`src/rtl/vec_de_csr_defs.sv`:
```
// Shared definitions for the vector configuration (vset*) sequencer:
// FSM states, decoded operation kinds, opcode constants and the decode helper.
`timescale 1ns/1ps
package vec_de_csr_defs;

    typedef enum logic [2:0] {
        IDLE,
        DRAIN,
        COMPUTE,
        WRITE,
        RESP
    } vset_state_e;

    typedef enum logic [1:0] {
        VSETVLI,
        VSETIVLI,
        VSETVL,
        VSET_ILL
    } vset_op_e;

    localparam logic [6:0] OPC_VEC    = 7'h57;
    localparam logic [2:0] FUNCT3_CFG = 3'b111;

    // Observation bundle: FSM state, decoded op of the held instruction, VLMAX.
    typedef struct packed {
        vset_state_e state;
        vset_op_e    op;
        logic [15:0] vlmax;
    } vset_dbg_t;

    function automatic vset_op_e decode_op(input logic [31:0] inst);
        vset_op_e op;
        op = VSET_ILL;
        if (inst[6:0] == OPC_VEC && inst[14:12] == FUNCT3_CFG) begin
            if (!inst[31])                        op = VSETVLI;
            else if (inst[31:30] == 2'b11)        op = VSETIVLI;
            else if (inst[31:25] == 7'b1000000)   op = VSETVL;
            else                                  op = VSET_ILL;
        end
        return op;
    endfunction

endpackage

```
`src/rtl/vec_vl_calc.sv`:
```
// Combinational vl/VLMAX calculator: VLMAX from vtype, vl = min(AVL, VLMAX)
// with the rs1=x0 special cases, plus vtype legality.
`timescale 1ns/1ps
module vec_vl_calc #(
    parameter int XLEN    = 32,
    parameter int VLEN    = 512,
    parameter int VLMAX_W = $clog2(VLEN) + 1
) (
    input  logic [XLEN-1:0]    vtype,
    input  logic [XLEN-1:0]    avl,
    input  logic               rs1_zero,
    input  logic               rd_zero,
    input  logic [XLEN-1:0]    cur_vl,
    output logic [VLMAX_W-1:0] vlmax,
    output logic [XLEN-1:0]    vl,
    output logic               vtype_illegal,
    output logic [7:0]         vtype_bits
);
    localparam logic [VLMAX_W-1:0] VLMAX_E8_M1 = VLMAX_W'(VLEN / 8);

    logic [2:0]      vsew;
    logic [2:0]      vlmul;
    logic [XLEN-1:0] vlmax_x;
    logic [XLEN-1:0] avl_eff;

    assign vsew  = vtype[5:3];
    assign vlmul = vtype[2:0];

    // Only the low two bits steer the shifts; the top bits just flag illegality.
    assign vlmax         = (VLMAX_E8_M1 >> vsew[1:0]) << vlmul[1:0];
    assign vtype_illegal = vsew[2] | vlmul[2] | (|vtype[XLEN-1:8]);
    assign vtype_bits    = vtype[7:0];
    assign vlmax_x       = XLEN'(vlmax);

    always_comb begin
        avl_eff = rs1_zero ? {XLEN{1'b1}} : avl;
        if (rs1_zero && rd_zero) begin
            vl = cur_vl;
        end else begin
            vl = (avl_eff < vlmax_x) ? avl_eff : vlmax_x;
        end
    end

endmodule

```
`src/rtl/vec_vsetvl_ctrl.sv`:
```
// vset* sequencer: accepts one config instruction, waits for the vector pipe
// to drain, computes vl, pulses the regfile write and returns vl for rd.
`timescale 1ns/1ps
module vec_vsetvl_ctrl
    import vec_de_csr_defs::*;
#(
    parameter int XLEN = 32,
    parameter int VLEN = 512
) (
    input  logic            clk,
    input  logic            n_rst,
    input  logic [XLEN-1:0] inst,
    input  logic [XLEN-1:0] rs1_data,
    input  logic [XLEN-1:0] rs2_data,
    input  logic            inst_valid,
    output logic            inst_ready,
    input  logic            vec_busy,
    input  logic [XLEN-1:0] cur_vl,
    output logic            csrwr_en,
    output logic [XLEN-1:0] vtype_wdata,
    output logic [XLEN-1:0] vl_wdata,
    output logic            resp_valid,
    input  logic            resp_ready,
    output logic [4:0]      rd_addr,
    output logic [XLEN-1:0] rd_data,
    output logic            illegal,
    output vset_dbg_t       dbg
);
    localparam int VLMAX_W = $clog2(VLEN) + 1;

    // Handshakes: inst is taken on inst_valid && inst_ready (IDLE only);
    // a response is consumed on resp_valid && resp_ready, response fields
    // stay stable from resp_valid rising until that cycle.

    vset_state_e     state_q, state_d;
    logic [XLEN-1:0] inst_q, inst_d;
    logic [XLEN-1:0] rs1_q, rs1_d;
    logic [XLEN-1:0] rs2_q, rs2_d;
    logic [7:0]      vtype_q, vtype_d;
    logic [XLEN-1:0] vl_q, vl_d;
    logic [4:0]      rd_q, rd_d;
    logic            ill_q, ill_d;

    vset_op_e        op;
    logic [XLEN-1:0] vtype_sel;
    logic [XLEN-1:0] avl_sel;
    logic            rs1_zero;
    logic            rd_zero;
    logic [VLMAX_W-1:0] calc_vlmax;
    logic [XLEN-1:0] calc_vl;
    logic            calc_vtype_ill;
    logic [7:0]      calc_vtype_bits;

    assign op = decode_op(inst_q[31:0]);

    always_comb begin
        vtype_sel = rs2_q;
        avl_sel   = rs1_q;
        case (op)
            VSETVLI:  vtype_sel = XLEN'(inst_q[30:20]);
            VSETIVLI: begin
                vtype_sel = XLEN'(inst_q[29:20]);
                avl_sel   = XLEN'(inst_q[19:15]);
            end
            default:  vtype_sel = rs2_q;
        endcase
    end

    // For vsetivli the rs1 field is the immediate, so the x0 rules never apply.
    assign rs1_zero = (op != VSETIVLI) && (inst_q[19:15] == 5'd0);
    assign rd_zero  = (inst_q[11:7] == 5'd0);

    vec_vl_calc #(.XLEN(XLEN), .VLEN(VLEN), .VLMAX_W(VLMAX_W)) u_calc (
        .vtype         (vtype_sel),
        .avl           (avl_sel),
        .rs1_zero      (rs1_zero),
        .rd_zero       (rd_zero),
        .cur_vl        (cur_vl),
        .vlmax         (calc_vlmax),
        .vl            (calc_vl),
        .vtype_illegal (calc_vtype_ill),
        .vtype_bits    (calc_vtype_bits)
    );

    always_ff @(posedge clk or negedge n_rst) begin
        if (!n_rst) begin
            state_q <= IDLE;
            inst_q  <= '0;
            rs1_q   <= '0;
            rs2_q   <= '0;
            vtype_q <= '0;
            vl_q    <= '0;
            rd_q    <= '0;
            ill_q   <= 1'b0;
        end else begin
            state_q <= state_d;
            inst_q  <= inst_d;
            rs1_q   <= rs1_d;
            rs2_q   <= rs2_d;
            vtype_q <= vtype_d;
            vl_q    <= vl_d;
            rd_q    <= rd_d;
            ill_q   <= ill_d;
        end
    end

    always_comb begin
        state_d = state_q;
        inst_d  = inst_q;
        rs1_d   = rs1_q;
        rs2_d   = rs2_q;
        vtype_d = vtype_q;
        vl_d    = vl_q;
        rd_d    = rd_q;
        ill_d   = ill_q;
        case (state_q)
            IDLE: begin
                if (inst_valid) begin
                    inst_d  = inst;
                    rs1_d   = rs1_data;
                    rs2_d   = rs2_data;
                    state_d = DRAIN;
                end
            end
            DRAIN: begin
                if (!vec_busy) state_d = COMPUTE;
            end
            COMPUTE: begin
                ill_d = (op == VSET_ILL) || calc_vtype_ill;
                rd_d  = inst_q[11:7];
                if ((op == VSET_ILL) || calc_vtype_ill) begin
                    // Regfile vtype is left untouched; rd gets 0.
                    vl_d    = '0;
                    state_d = RESP;
                end else begin
                    vtype_d = calc_vtype_bits;
                    vl_d    = calc_vl;
                    state_d = WRITE;
                end
            end
            WRITE: state_d = RESP;
            RESP: begin
                if (resp_ready) state_d = IDLE;
            end
            default: state_d = IDLE;
        endcase
    end

    assign inst_ready  = (state_q == IDLE);
    assign csrwr_en    = (state_q == WRITE);
    assign resp_valid  = (state_q == RESP);
    assign vtype_wdata = XLEN'(vtype_q);
    assign vl_wdata    = vl_q;
    assign rd_addr     = rd_q;
    assign rd_data     = vl_q;
    assign illegal     = ill_q;

    assign dbg.state = state_q;
    assign dbg.op    = op;
    assign dbg.vlmax = 16'(calc_vlmax);

endmodule

```
`config.mk`:
```
export PLATFORM = sky130hd
export DESIGN_NAME = vec_vsetvl_ctrl
export DESIGN_NICKNAME = d
export VERILOG_FILES = /design/src/rtl/vec_de_csr_defs.sv /design/src/rtl/vec_vl_calc.sv /design/src/rtl/vec_vsetvl_ctrl.sv
export SDC_FILE = /design/constraint.sdc
export NUM_CORES = 1
export LEC_CHECK = 0
export BUFFER_PORTS_ARGS = -buffer_cell sky130_fd_sc_hd__buf_4
export CAP_MARGIN = 20
export CORE_AREA = 8 8 126 128
export DETAILED_ROUTE_END_ITERATION = 6
export DIE_AREA = 0 0 134 136
export PLACE_DENSITY = 0.84
export SLEW_MARGIN = 40
export SYNTH_ARGS = -nofsm -noshare
export SYNTH_HDL_FRONTEND = slang
export SYNTH_HIERARCHICAL = 1
export SYNTH_SLANG_ARGS = --single-unit
```
`constraint.sdc`:
```
create_clock -name clk -period 11.2 [get_ports clk]
set_clock_uncertainty 0.2 [all_clocks]
set_input_delay 2.24 -clock clk [delete_from_list [all_inputs] [get_ports clk]]
set_output_delay 2.24 -clock clk [all_outputs]
set_load 0.05 [all_outputs]
```
==> metrics <==
Switching Share=34.0%; first-pass GRT wire length=29.7 mm; critical path capture point type=output pin; Switch Pwr=0.000760 W; maximum clock frequency=between 150 and 200 MHz; status=completed; Area Growth Syn to Fin=27.5%; 1st-pass router iterations=4; final antenna-violating net count=0; area of the multi-input gates=roughly 0.0031 mm^2; Syn Area/Cell=11.7 um^2; fin crit share=47.7%; max_cap viols=0; Slew @ Worst Pin=778 ps; Final HPWL DP=14.5 mm; # port buffers=225; Via density=5.29; synth warn=6; Syn Inst Count=between 600 and 700; maximum vdd drop=0.203 mV; max-slew violations=0; number of buffers created by CTS=17; Iteration-0 DRC Markers=262; EDFF count, synth=0; worst path arrival time=2900 ps; number of nets in the layout=941; Fin Setup TNS=0 ps; vias in the first global route=5,613; layout cells sized above 1=49.0%; Crit Path Max Fanout=6; clk sink count=145; Std-Cell Rows=44; Worst-Skew Late Latency=420 ps; Clock Path Buffers=2; WS Path Type=reg2out; Synth cell types=40; Final Hold Viols=0; Pleak=4.41 nW; pwr/cell area=approximately 240 mW/mm^2; Routed WL=19.2 mm; htree depth=4; die area=around 0.018 mm^2; clk slew on worst S/H paths=60 ps; die width=about 130 um; Seq cells post-synth=145; cts repair resizes=0; wire per inst=19.2 um; DRC violations left=0; Synth Cell Area=~0.0073 mm^2; Seq/Total Area, Yosys=roughly half; ys async rst share=between 90% and 100%; Max-slew headroom=46.8%; Fillers=roughly 1.1k; Hold WC Path Type=reg2reg; CTS tree=yes; RePlAce Congestion=0.837; Total GRT Usage=20.9%; Required @ worst endpoint=8760 ps; Seq pwr share=36.9%; unrepaired setup endpoints after global routing=no; Clk pwr share=25.8%; Min Clock Period, post-route=between 5000 and 6000 ps; root buf cell=clkbuf_16; setup bufs post-CTS=0; hold_buf cts=0; power share of the combinational group=37.3%; initial core utilization=between 50% and 60%; Boundary Pins=between 200 and 300; Pint=0.00147 W; GR Overflow Total=0; Core Footprint=between 0.01 and 0.015 mm^2; via count=between 5k and 6k; crit path launch type=register; PnR Total Power=0.00223 W; antenna violations before repair=1; Die Ht=136 um; largest net degree at the start of global routing=100; Primary FF master, synth=dfrtp_1; Sequential Area=0.00363 mm^2; Final Setup Violations=0
layer usage:
metal	global-route usage [%]	vias to the layer above	share of wire [%]
li1	-	2456	-
met1	22.4	2582	37
met2	34.9	211	50
met3	7.95	38	9.0
met4	11.9	0	3.9
met5	0	-	0
worst paths after layout:
check	from	slack (ps)	cells past startpoint	end
setup / recovery	inst_q[3]$_DFFE_PN0P_	5860	8	dbg[7]
hold / removal	rs2_q[23]$_DFFE_PN0P_	300	1	rs2_q[23]$_DFFE_PN0P_
setup reg to reg	inst_q[3]$_DFFE_PN0P_	6250	16	rd_data[13]$_DFFE_PN0P_
hold reg to reg	rs2_q[23]$_DFFE_PN0P_	300	1	rs2_q[23]$_DFFE_PN0P_
max in group asynchronous	n_rst	8070	2	rs2_q[13]$_DFFE_PN0P_
min in group asynchronous	n_rst	1590	1	rs2_q[22]$_DFFE_PN0P_
Yosys cell counts (2+ instances only):
master,count,share of area (%)
a21boi_1,20,2.0
o21ai_0,3,0.20
nand2b_1,8,0.68
nand3_1,3,0.20
a211oi_1,7,0.72
ha_1,6,1.0
buf_2,20,1.4
mux2_1,5,0.77
inv_1,11,0.56
nand4_1,2,0.17
or4_1,4,0.41
o22ai_1,10,0.85
buf_4,74,7.6
mux2_2,117,18
a21oi_1,5,0.34
a32o_1,3,0.41
and3_1,2,0.17
conb_1,2,0.10
a22o_1,32,3.8
or2_2,7,0.60
dfrtp_1,145,49
nor4_1,14,1.2
nor2_1,17,0.87
nor3_1,5,0.34
clkbuf_1,17,0.87
nor2b_1,48,4.1
nand2_1,30,1.5
stage by stage:
| step | instance area, um^2 | setup WS [ps] | hold slack [ps] | cells | util, % |
|---|---|---|---|---|---|
| CTS | 9350 | 5870 | 301 | 999 | 66.6 |
| detailed placement | 8750 | 6320 | 287 | 967 | 62.3 |
| global placement | 8740 | 6370 | 280 | 967 | 62.3 |
| finish | 9360 | 5860 | 298 | 1000 | 66.7 |
| floorplan | 7460 | 6030 | 272 | 661 | - |
| global route | 9360 | 5700 | 311 | 1000 | 66.7 |
final cells by class:
class,instances,area share [%]
multi-input combinational,393,33.0
clock buffer,19,4.73
tap,184,2.46
clock inverter,13,1.72
antenna,1,0.0267
sequential,145,38.8
timing repair buffer,233,18.8
inverter,12,0.481
cells in the final DEF, fill, tap and decap left out, types with 3 or more instances in the layout:
| cell type | synthesis | final |
|---|---|---|
| buf_4 | 74 | 230 |
| dfrtp_1 | 145 | 145 |
| mux2_2 | 117 | 117 |
| nor2b_1 | 48 | 48 |
| conb_1 | 2 | 33 |
| a22o_1 | 32 | 32 |
| nand2_1 | 30 | 30 |
| a21boi_1 | 20 | 20 |
| clkbuf_16 | 0 | 17 |
| nor2_1 | 17 | 15 |
| nor4_1 | 14 | 13 |
| inv_1 | 11 | 11 |
| o22ai_1 | 10 | 10 |
| nand2b_1 | 8 | 8 |
| or2_2 | 7 | 7 |
| a211oi_1 | 7 | 7 |
| ha_1 | 6 | 6 |
| a21oi_1 | 5 | 5 |
| mux2_1 | 5 | 5 |
| nor3_1 | 5 | 4 |
| or4_1 | 4 | 4 |
| clkinvlp_4 | 0 | 4 |
| o21ai_0 | 3 | 3 |
| bufinv_16 | 0 | 3 |
| clkinv_2 | 0 | 3 |
| nand3_1 | 3 | 3 |
| a32o_1 | 3 | 3 |
power by group through the flow:
stage,Combinational (W),Sequential (W),Clock [W]
2_1_floorplan,0.000620,0.000845,0
3_3_place_gp,0.000805,0.000817,0
3_5_place_dp,0.000830,0.000834,0
4_1_cts,0.000835,0.000825,0.000585
5_1_grt,0.000901,0.000851,0.000608
6_report,0.000832,0.000825,0.000575
registers in the layout, summed over array words and instances, names as in the netlist:
register / cells
illegal: 1
rd_data: 32
rs2_q: 32
vtype_q: 8
rd_addr: 5
rs1_q: 32
inst_q: 32
state_q: 3
worst max-delay path, cell delays in order, from the launching register on:
cell	delay, ps
dfrtp_1	390
and4bb_1	280
nand4_2	240
a21oi_2	340
mux2_2	410
nand2b_1	140
nand2_1	100
o22ai_1	300
buf_4	270
cells by family after synthesis:
kind of cell	count (synthesis)	share of synthesized area (%)
flip-flops	145	49.4
other	2	0.102
adder cells (fa/ha/maj)	6	1.02
multiplexers	122	18.7
buffers and inverters	123	10.4
AO/OA/AOI/OAI	84	8.85
AND/OR/NAND/NOR	148	11.5
(Power assumes the default switching activity.)
